File: src/rtl/uart_rx_byte_fifo.sv
// UART receiver (8N1) feeding a small show-ahead byte FIFO.
// RxD is synchronised, deserialised LSB first at mid-bit, and accepted bytes are
// presented on a valid/ready port with a one-cycle isNewData pulse per write.
// Optional: define UART_RX_PARITY_EN for 8E1 framing with a sticky parity_err output.
module uart_rx_byte_fifo #(
  parameter int unsigned CLKS_PER_BIT = 87,
  parameter int unsigned FIFO_DEPTH   = 4
) (
  input  logic       clk,
  input  logic       reset,
  input  logic       RxD,
  output logic [7:0] rx_data,
  output logic       rx_valid,
  input  logic       rx_ready,
  output logic       isNewData,
  output logic       busy,
  output logic       frame_err,
  output logic       overrun,
`ifdef UART_RX_PARITY_EN
  output logic       parity_err,
`endif
  input  logic       err_clr
);

  localparam int unsigned CntW  = $clog2(CLKS_PER_BIT);
  localparam int unsigned PtrW  = $clog2(FIFO_DEPTH);
  localparam int unsigned OccW  = PtrW + 1;

  localparam logic [CntW-1:0] CntFull = CntW'(CLKS_PER_BIT - 1);
  localparam logic [CntW-1:0] CntHalf = CntW'(CLKS_PER_BIT / 2 - 1);
  localparam logic [OccW-1:0] OccFull = OccW'(FIFO_DEPTH);

  typedef enum logic [2:0] {
    StIdle,
    StStart,
    StData,
`ifdef UART_RX_PARITY_EN
    StParity,
`endif
    StStop
  } state_e;

  state_e          state_q, state_d;
  logic [CntW-1:0] cnt_q, cnt_d;
  logic [2:0]      bit_q, bit_d;
  logic [7:0]      shift_q, shift_d;
  logic            meta_q, rxs_q, rxs_prev_q;
  logic            fall;
  logic            push_req, frame_set;
  logic            par_bad_q, par_bad_d, par_set;

  logic [7:0]      mem_q [FIFO_DEPTH];
  logic [PtrW-1:0] wr_ptr_q, rd_ptr_q;
  logic [OccW-1:0] count_q, count_d;
  logic            full, pop, push_ok, over_set;
  logic            new_q;
  logic            frame_err_q, overrun_q, parity_err_q;

  // Two-flop synchroniser plus one history flop for start-edge detection; idle high.
  always_ff @(posedge clk or negedge reset) begin
    if (!reset) begin
      meta_q     <= 1'b1;
      rxs_q      <= 1'b1;
      rxs_prev_q <= 1'b1;
    end else begin
      meta_q     <= RxD;
      rxs_q      <= meta_q;
      rxs_prev_q <= rxs_q;
    end
  end

  // Only a genuine high-to-low transition starts a frame, so a held break never retriggers.
  assign fall = rxs_prev_q & ~rxs_q;

  // Receiver state, bit timing and shift register.
  always_ff @(posedge clk or negedge reset) begin
    if (!reset) begin
      state_q   <= StIdle;
      cnt_q     <= '0;
      bit_q     <= '0;
      shift_q   <= '0;
      par_bad_q <= 1'b0;
    end else begin
      state_q   <= state_d;
      cnt_q     <= cnt_d;
      bit_q     <= bit_d;
      shift_q   <= shift_d;
      par_bad_q <= par_bad_d;
    end
  end

  // Receiver next-state: half-bit wait to centre on the start bit, then full-bit steps.
  always_comb begin
    state_d   = state_q;
    cnt_d     = cnt_q;
    bit_d     = bit_q;
    shift_d   = shift_q;
    par_bad_d = par_bad_q;
    push_req  = 1'b0;
    frame_set = 1'b0;
    par_set   = 1'b0;
    unique case (state_q)
      StIdle: begin
        if (fall) begin
          state_d = StStart;
          cnt_d   = '0;
        end
      end
      StStart: begin
        if (cnt_q == CntHalf) begin
          cnt_d     = '0;
          bit_d     = '0;
          par_bad_d = 1'b0;
          state_d   = rxs_q ? StIdle : StData;
        end else begin
          cnt_d = cnt_q + 1'b1;
        end
      end
      StData: begin
        if (cnt_q == CntFull) begin
          cnt_d   = '0;
          shift_d = {rxs_q, shift_q[7:1]};
          bit_d   = bit_q + 3'd1;
          if (bit_q == 3'd7) begin
`ifdef UART_RX_PARITY_EN
            state_d = StParity;
`else
            state_d = StStop;
`endif
          end
        end else begin
          cnt_d = cnt_q + 1'b1;
        end
      end
`ifdef UART_RX_PARITY_EN
      StParity: begin
        if (cnt_q == CntFull) begin
          cnt_d   = '0;
          state_d = StStop;
          // Even parity: the parity bit equals the XOR of the data bits.
          if (rxs_q != ^shift_q) begin
            par_bad_d = 1'b1;
            par_set   = 1'b1;
          end
        end else begin
          cnt_d = cnt_q + 1'b1;
        end
      end
`endif
      StStop: begin
        if (cnt_q == CntFull) begin
          cnt_d   = '0;
          state_d = StIdle;
          if (rxs_q) push_req  = ~par_bad_q;
          else       frame_set = 1'b1;
        end else begin
          cnt_d = cnt_q + 1'b1;
        end
      end
      default: state_d = StIdle;
    endcase
  end

  assign full     = (count_q == OccFull);
  assign pop      = rx_valid & rx_ready;
  // A pop in the same cycle frees the slot, so a full FIFO still accepts the byte.
  assign push_ok  = push_req & (~full | pop);
  assign over_set = push_req & full & ~pop;

  // Occupancy next-state; simultaneous push and pop leave it unchanged.
  always_comb begin
    count_d = count_q;
    if (push_ok && !pop)      count_d = count_q + 1'b1;
    else if (pop && !push_ok) count_d = count_q - 1'b1;
  end

  // FIFO storage, pointers (natural power-of-two wrap) and the accept pulse.
  always_ff @(posedge clk or negedge reset) begin
    if (!reset) begin
      for (int i = 0; i < FIFO_DEPTH; i++) mem_q[i] <= '0;
      wr_ptr_q <= '0;
      rd_ptr_q <= '0;
      count_q  <= '0;
      new_q    <= 1'b0;
    end else begin
      if (push_ok) begin
        mem_q[wr_ptr_q] <= shift_q;
        wr_ptr_q        <= wr_ptr_q + 1'b1;
      end
      if (pop) rd_ptr_q <= rd_ptr_q + 1'b1;
      count_q <= count_d;
      new_q   <= push_ok;
    end
  end

  // Sticky error flags; a new error in the clearing cycle wins.
  always_ff @(posedge clk or negedge reset) begin
    if (!reset) begin
      frame_err_q  <= 1'b0;
      overrun_q    <= 1'b0;
      parity_err_q <= 1'b0;
    end else begin
      frame_err_q  <= (frame_err_q & ~err_clr) | frame_set;
      overrun_q    <= (overrun_q & ~err_clr) | over_set;
      parity_err_q <= (parity_err_q & ~err_clr) | par_set;
    end
  end

  assign rx_valid  = (count_q != '0);
  assign rx_data   = rx_valid ? mem_q[rd_ptr_q] : 8'h00;
  assign isNewData = new_q;
  assign busy      = (state_q != StIdle);
  assign frame_err = frame_err_q;
  assign overrun   = overrun_q;
`ifdef UART_RX_PARITY_EN
  assign parity_err = parity_err_q;
`else
  logic unused_par;
  assign unused_par = parity_err_q ^ par_bad_q ^ par_set;
`endif

endmodule

File: config.mk
export PLATFORM = sky130hd
export DESIGN_NAME = uart_rx_byte_fifo
export DESIGN_NICKNAME = d
export VERILOG_FILES = /design/src/rtl/uart_rx_byte_fifo.sv
export SDC_FILE = /design/constraint.sdc
export NUM_CORES = 1
export LEC_CHECK = 0
export ABC_CLOCK_PERIOD_IN_PS = 3800
export BUFFER_PORTS_ARGS = -buffer_cell sky130_fd_sc_hd__buf_2
export CORE_MARGIN = 5
export CORE_UTILIZATION = 60
export CTS_CLUSTER_DIAMETER = 60
export DETAILED_ROUTE_END_ITERATION = 10
export GPL_ROUTABILITY_DRIVEN = 0
export HOLD_SLACK_MARGIN = 0.02
export PLACE_DENSITY_LB_ADDON = 0.05
export SLEW_MARGIN = 25
export SYNTH_ARGS = -nofsm -noshare
export SYNTH_HDL_FRONTEND = slang
export SYNTH_SLANG_ARGS = --single-unit
File: constraint.sdc
create_clock -name clk -period 3.8 [get_ports clk]
set_clock_uncertainty 0.15 [all_clocks]
set_input_delay 0.57 -clock clk [delete_from_list [all_inputs] [get_ports clk]]
set_output_delay 0.57 -clock clk [all_outputs]
set_load 0.01 [all_outputs]
**After elaboration in Yosys (flattened, before gate mapping)**

Cells that the tools add are included.

- Divide/modulo/power cells: 0
- Shift-type cells: 0
- Muxes and demuxes: 29
- Add/sub/neg operators: 6
- Equal/unequal tests: 12
- $mul: 0
- Reduce and logical (&&, ||, !) cells: 16
- Magnitude comparators: 3
- Bitwise operators: 16

Operators by type and width:

| operator | count |
|---|---|
| $bwmux 32 | 1 |
| $mux 8 | 4 |
| $mux 3 | 9 |
| $mux 7 | 3 |
| $pmux 7 s3 | 1 |
| $bmux 8 s2 | 1 |
| $demux 8 s2 | 1 |
| $pmux 3 s4 | 1 |
| $ne 2x2->1 const B | 5 |
| $reduce_bool 3->1 | 3 |
| $add 7x1->7 const B | 1 |
| $and 1x1->1 | 7 |
| $eq 7x6->1 const B | 1 |
| $eq 7x7->1 const B | 1 |
| $add 3x1->3 const B | 2 |
| $eq 3x2->1 const B | 2 |
| $eq 3x3->1 const B | 2 |
| $ge 3x3->1 const B | 2 |
| $mux 1 | 6 |
| $not 2->3 | 2 |
| $pmux 3 s2 | 1 |
| $reduce_and 5->1 | 1 |
| $add 2x1->2 const B | 2 |
| $not 1->1 | 4 |
| 12 further kinds | 19 |

- Latch bits: 0
- Logic and storage cells: 99
- Register bits: 66
- Memory bits (writable): 0
- Memories: 0
- Input bits: 5
- Output and inout bits: 13
- ROM bits: 0

**Longest topological paths before layout**

- Word-level depth: 8
- Mapped depth: 11
- Mapped depth without buffers: 11

**Worst setup path before layout**

Ideal clock, no wire load.

- Path type: input to register
- Start: input rx_ready
- End: register count_q[1]
- Data required time: 3,525 ps
- Stages on the path: 7
- Slack: 1,137 ps
- Path buffers: 1
- Library setup time: 125 ps
- Data arrival time: 2,388 ps
- Path through: or4b_2 buf_2 and2_4 ha_1 inv_1 fa_1 mux2_2

- Elaborated cells between the ends (all ways): 9
- Those cells by class: mux (1); bitwise (3); reduce/logical (5)

RTL lines:

| what | line | text |
|---|---|---|
| start: declaration | 14 | `input logic rx_ready,` |
| $and 1x1->1 | 165 | `assign pop = rx_valid & rx_ready;` |
| $or 1x1->1 | 167 | `assign push_ok = push_req & (~full \| pop);` |
| $and 1x1->1 | 167 |  |
| net push_ok | 55 | `logic full, pop, push_ok, over_set;` |
| $logic_and 1x1->1 | 173 | `if (push_ok && !pop) count_d = count_q + 1'b1;` |
| $mux 3 | 173 |  |
| net count_d[1] | 54 | `logic [OccW-1:0] count_q, count_d;` |
| end signal: assignment | 191 | `count_q <= count_d;` |
| end: declaration | 54 |  |

The timed path passes the listed nets, and every way through them passes these cells.
A chain may end at the register's enable or synchronous reset.

**Worst setup path after layout**

- Start: register cnt_q[0]
- End: register count_q[2]

- Longest elaborated chain between the ends: 7
- Elaborated cells between the ends (all ways): 9
- Those cells by class: eq/ne (1); mux (3); bitwise (1); reduce/logical (4)

Ends and longest elaborated chain:

| what | line | text |
|---|---|---|
| start: declaration | 44 | `logic [CntW-1:0] cnt_q, cnt_d;` |
| start signal: assignment | 85 | `cnt_q <= cnt_d;` |
| $eq 7x7->1 * | 151 | `if (cnt_q == CntFull) begin` |
| $mux 1 * | 151 |  |
| $mux 1 * | 102 | `unique case (state_q)` |
| $and 1x1->1 * | 167 |  |
| net push_ok | 55 |  |
| $logic_not 1->1 | 174 | `else if (pop && !push_ok) count_d = count_q - 1'b1;` |
| $logic_and 1x1->1 | 174 |  |
| $reduce_bool 2->1 (no source line) | -- |  |

The timed path passes the listed nets; every way through them passes the cells marked *.

==> impl_metrics.csv <==
group,metric,value,unit
status,status,"finished, final reports clean",
timing,slew_headroom,58.39,%
floorplan,ioPinCount,18,
timing,min_period_over_period,74.81,%
logic_synthesis,ys_seq_area_share,52.86,%
clock_tree,cts_buffer_depth,2,
critical_path,start_kind,"flop",
clock_tree,postCtsSetupRepairBufs,0,
logic_synthesis,synth.cell_area,0.003084,mm²
timing,post-route-min-period,2.843,ns
drt,viasPerCell,5.615,
critical_path,criticalPathCategory,"reg -> reg",
layout,area_delta_synth_final,11.03,%
critical_path,worst_ep_arrival_time,2.94,ns
floorplan,die_x,81.70,µm
placed_design,dpl_cell_area,0.003226,mm²
global_routing,first_global_vias,1921,
global_routing,grt.overflow.total,0,
logic_synthesis,synth-seq-cells,65,
floorplan,die_h,81.70,µm
drt,drcViolationCount,0,
timing,setup_viol,0,
timing,max_freq,351.7,MHz
drt,drtIter0Drc,101,
floorplan,dieArea,0.006674,mm²
clock_tree,cts-htree-levels,3,
clock_tree,clock_sinks,65,
logic_synthesis,synth_compound_area_share,5.233,%
clock_tree,numCtsBuffers,9,
drt,drt_wl_total,5702,µm
logic_synthesis,synthCells,230,
drt,vias,1836,
timing,hold_ws,0.05627,ns
logic_synthesis,synth_xor_area_share,1.704,%
logic_synthesis,yosys_warnings,0,
global_routing,gr-usage-all-layers,19.87,%
logic_synthesis,synth_simple_gate_area_share,12.13,%
clock_tree,cts_tree,"done",
clock_tree,post_cts_resize_count,0,
layout,diodes,0,
floorplan,core,0.005042,mm²
timing,fin_tns_setup,0,ns
timing,setup_ws,0.9571,ns
clock_tree,cts.reportedPaths.clkPinSlew,0.07,ns
critical_path,crit_slowest_cell,"dfrtp_1",
layout,fillers,362,
pwr,leakagePower,1.667,nW
placed_design,dp_slack,0.9334,ns
logic_synthesis,synth_edf_count,0,
pwr,peakVddDrop,0.3355,mV
timing,tightest_slew,0.6242,ns
layout,fin_nets,267,
timing,maxSlewViolCount,0,
critical_path,cp_cell_sequence,"inv_1 -> ha_1 -> nand4b_4 -> nor4_4 -> and2_4 -> ha_1 -> inv_1 -> fa_1 -> xor2_1 -> nor2_1 -> xor2_1",
critical_path,r2r_slack,0.96,ns
logic_synthesis,yosys-mux-area-fraction,21.18,%
logic_synthesis,synthAdderAreaFrac,4.300,%
clock_tree,clock_latency,0.33,ns
logic_synthesis,synth_fp_nets,245,
floorplan,initial_core_util,61.17,%
pwr,powerDensity,532.7,mW/mm²
logic_synthesis,synth_top_family_by_area,"multiplexers",
timing,rsz0062_at_grt,"false",
layout,stdcell_area,0.003425,mm²
critical_path,cpPeakStageDelay,0.43,ns
critical_path,required,3.90,ns
placed_design,io_buffers,17,
worst_hold_path,hp-class,"in -> async",
clock_tree,cts-root-buf,"clkbuf_8",
logic_synthesis,yosys_most_used_dff,"dfrtp_1",
logic_synthesis,synthArstFlopShare,100.0,%
global_routing,grt_pass1_wl,9522,µm
layout,drive_gt1_share,38.13,%
critical_path,crit_path_max_fanout,5,
placed_design,dp_hpwl,3984,µm
job,cap_violations,0,
critical_path,end_kind,"flop",
drt,ant_nets,0,
timing,hold_violations,0,
drt,wire_per_inst,17.44,µm
drt,drt_pre_antenna_iters,4,
global_routing,antenna_found_initial,0,
logic_synthesis,syn_avg_cell_area,13.41,µm²
clock_tree,cts_hold_buffers,0,
global_routing,grt_max_degree,43,
floorplan,std_cell_rows,26,
logic_synthesis,ys_types,42,
## cells by family after synthesis
| logic type | after synthesis |
|---|---|
| AOI/OAI and AO/OA | 24 |
| xor gates and xnor gates | 6 |
| adders and majority gates | 10 |
| buffers and inverters | 18 |
| DFF | 65 |
| muxes | 49 |
| and+or+nand+nor | 58 |
## registers in the layout, indices dropped and copies added (netlist names), 2 cells and up
| signal | cells |
|---|---|
| state_q | 2 |
| cnt_q | 7 |
| bit_q | 3 |
| count_q | 3 |
| rd_ptr_q | 2 |
| shift_q | 8 |
| wr_ptr_q | 2 |
| mem_q | 32 |
## area by class of cell
class | instances | area [µm²] | area share (%)
Sequential cell | 65 | 1630 | 47.61
Multi-Input combinational cell | 147 | 1374 | 40.12
Clock buffer | 11 | 141.4 | 4.129
Timing Repair Buffer | 18 | 95.09 | 2.777
Tap cell | 70 | 87.58 | 2.558
Clock inverter | 5 | 55.05 | 1.608
Inverter | 11 | 41.29 | 1.206
## critical path: cells and delay by family (launching register included)
kind	cells	cell delay (ns)
simple gates	4	0.94
fa+ha+maj	3	0.77
flops	1	0.43
xor+xnor	2	0.35
buf+inv	2	0.14
## final timing paths
path                          start         end  cells after the start
max                        cnt_q[0]  count_q[2]                     11
min                           reset   mem_q[18]                      1
max reg2reg                cnt_q[0]  count_q[2]                     11
min reg2reg                  meta_q       rxs_q                      0
max in group asynchronous     reset   mem_q[14]                      2
min in group clk                RxD      meta_q                      1
## synthesized netlist by cell type (2+ instances only)
| master | count | share of area [%] |
|---|---|---|
| o21a_1 | 2 | 0.49 |
| or3_1 | 2 | 0.41 |
| o22ai_1 | 4 | 0.81 |
| nor2_1 | 7 | 0.85 |
| xnor2_1 | 4 | 1.1 |
| nand3_2 | 4 | 1.3 |
| clkbuf_1 | 2 | 0.24 |
| xor2_1 | 2 | 0.57 |
| nand3_1 | 5 | 0.81 |
| a21oi_1 | 3 | 0.49 |
| mux2_2 | 38 | 14 |
| and2_1 | 10 | 2.0 |
| nand2_1 | 13 | 1.6 |
| o211ai_1 | 4 | 0.97 |
| mux2_4 | 3 | 1.5 |
| inv_1 | 11 | 1.3 |
| dfstp_2 | 3 | 2.6 |
| nor3_1 | 3 | 0.49 |
| ha_1 | 9 | 3.7 |
| o21ai_0 | 6 | 0.97 |
| buf_2 | 4 | 0.65 |
| or2_2 | 2 | 0.41 |
| nor2b_1 | 2 | 0.41 |
| dfrtp_1 | 62 | 50 |
| mux4_2 | 8 | 5.8 |
## metrics by stage
step                total power, mW  cells  util [%]
CTS                           1.843    327     67.87
floorplan                     1.162    230         -
global route                  1.934    327     67.92
finish                        1.824    327     67.92
global placement              1.239    311     63.97
detailed placement            1.268    311     63.97
## report_power, final
| part | internal (mW) | switching [mW] |
|---|---|---|
| clock network | 0.319 | 0.253 |
| registers | 0.762 | 0.141 |
| logic | 0.174 | 0.175 |
## metal layers
metal / track usage [%] / vias up / share of wire (%)
li1: - / 864 / -
met1: 23.08 / 933 / 41
met2: 35.02 / 29 / 54
met3: 4.057 / 10 / 2.6
met4: 9.635 / 0 / 1.8
met5: 0 / - / 0
## placed cells by master (no fill, tap or decap), types with 3 or more instances in the layout
cell,count
a21oi_1,3
and2_1,10
xnor2_1,4
o21ai_0,6
inv_1,11
nand3_2,4
ha_1,9
nor2_1,7
mux2_4,3
o22ai_1,4
nand2_1,13
dfrtp_1,62
buf_2,16
mux2_2,38
mux4_2,8
nand3_1,5
dfstp_2,3
o211ai_1,4
nor3_1,3
clkbuf_8,10
(Power assumes the default switching activity.)
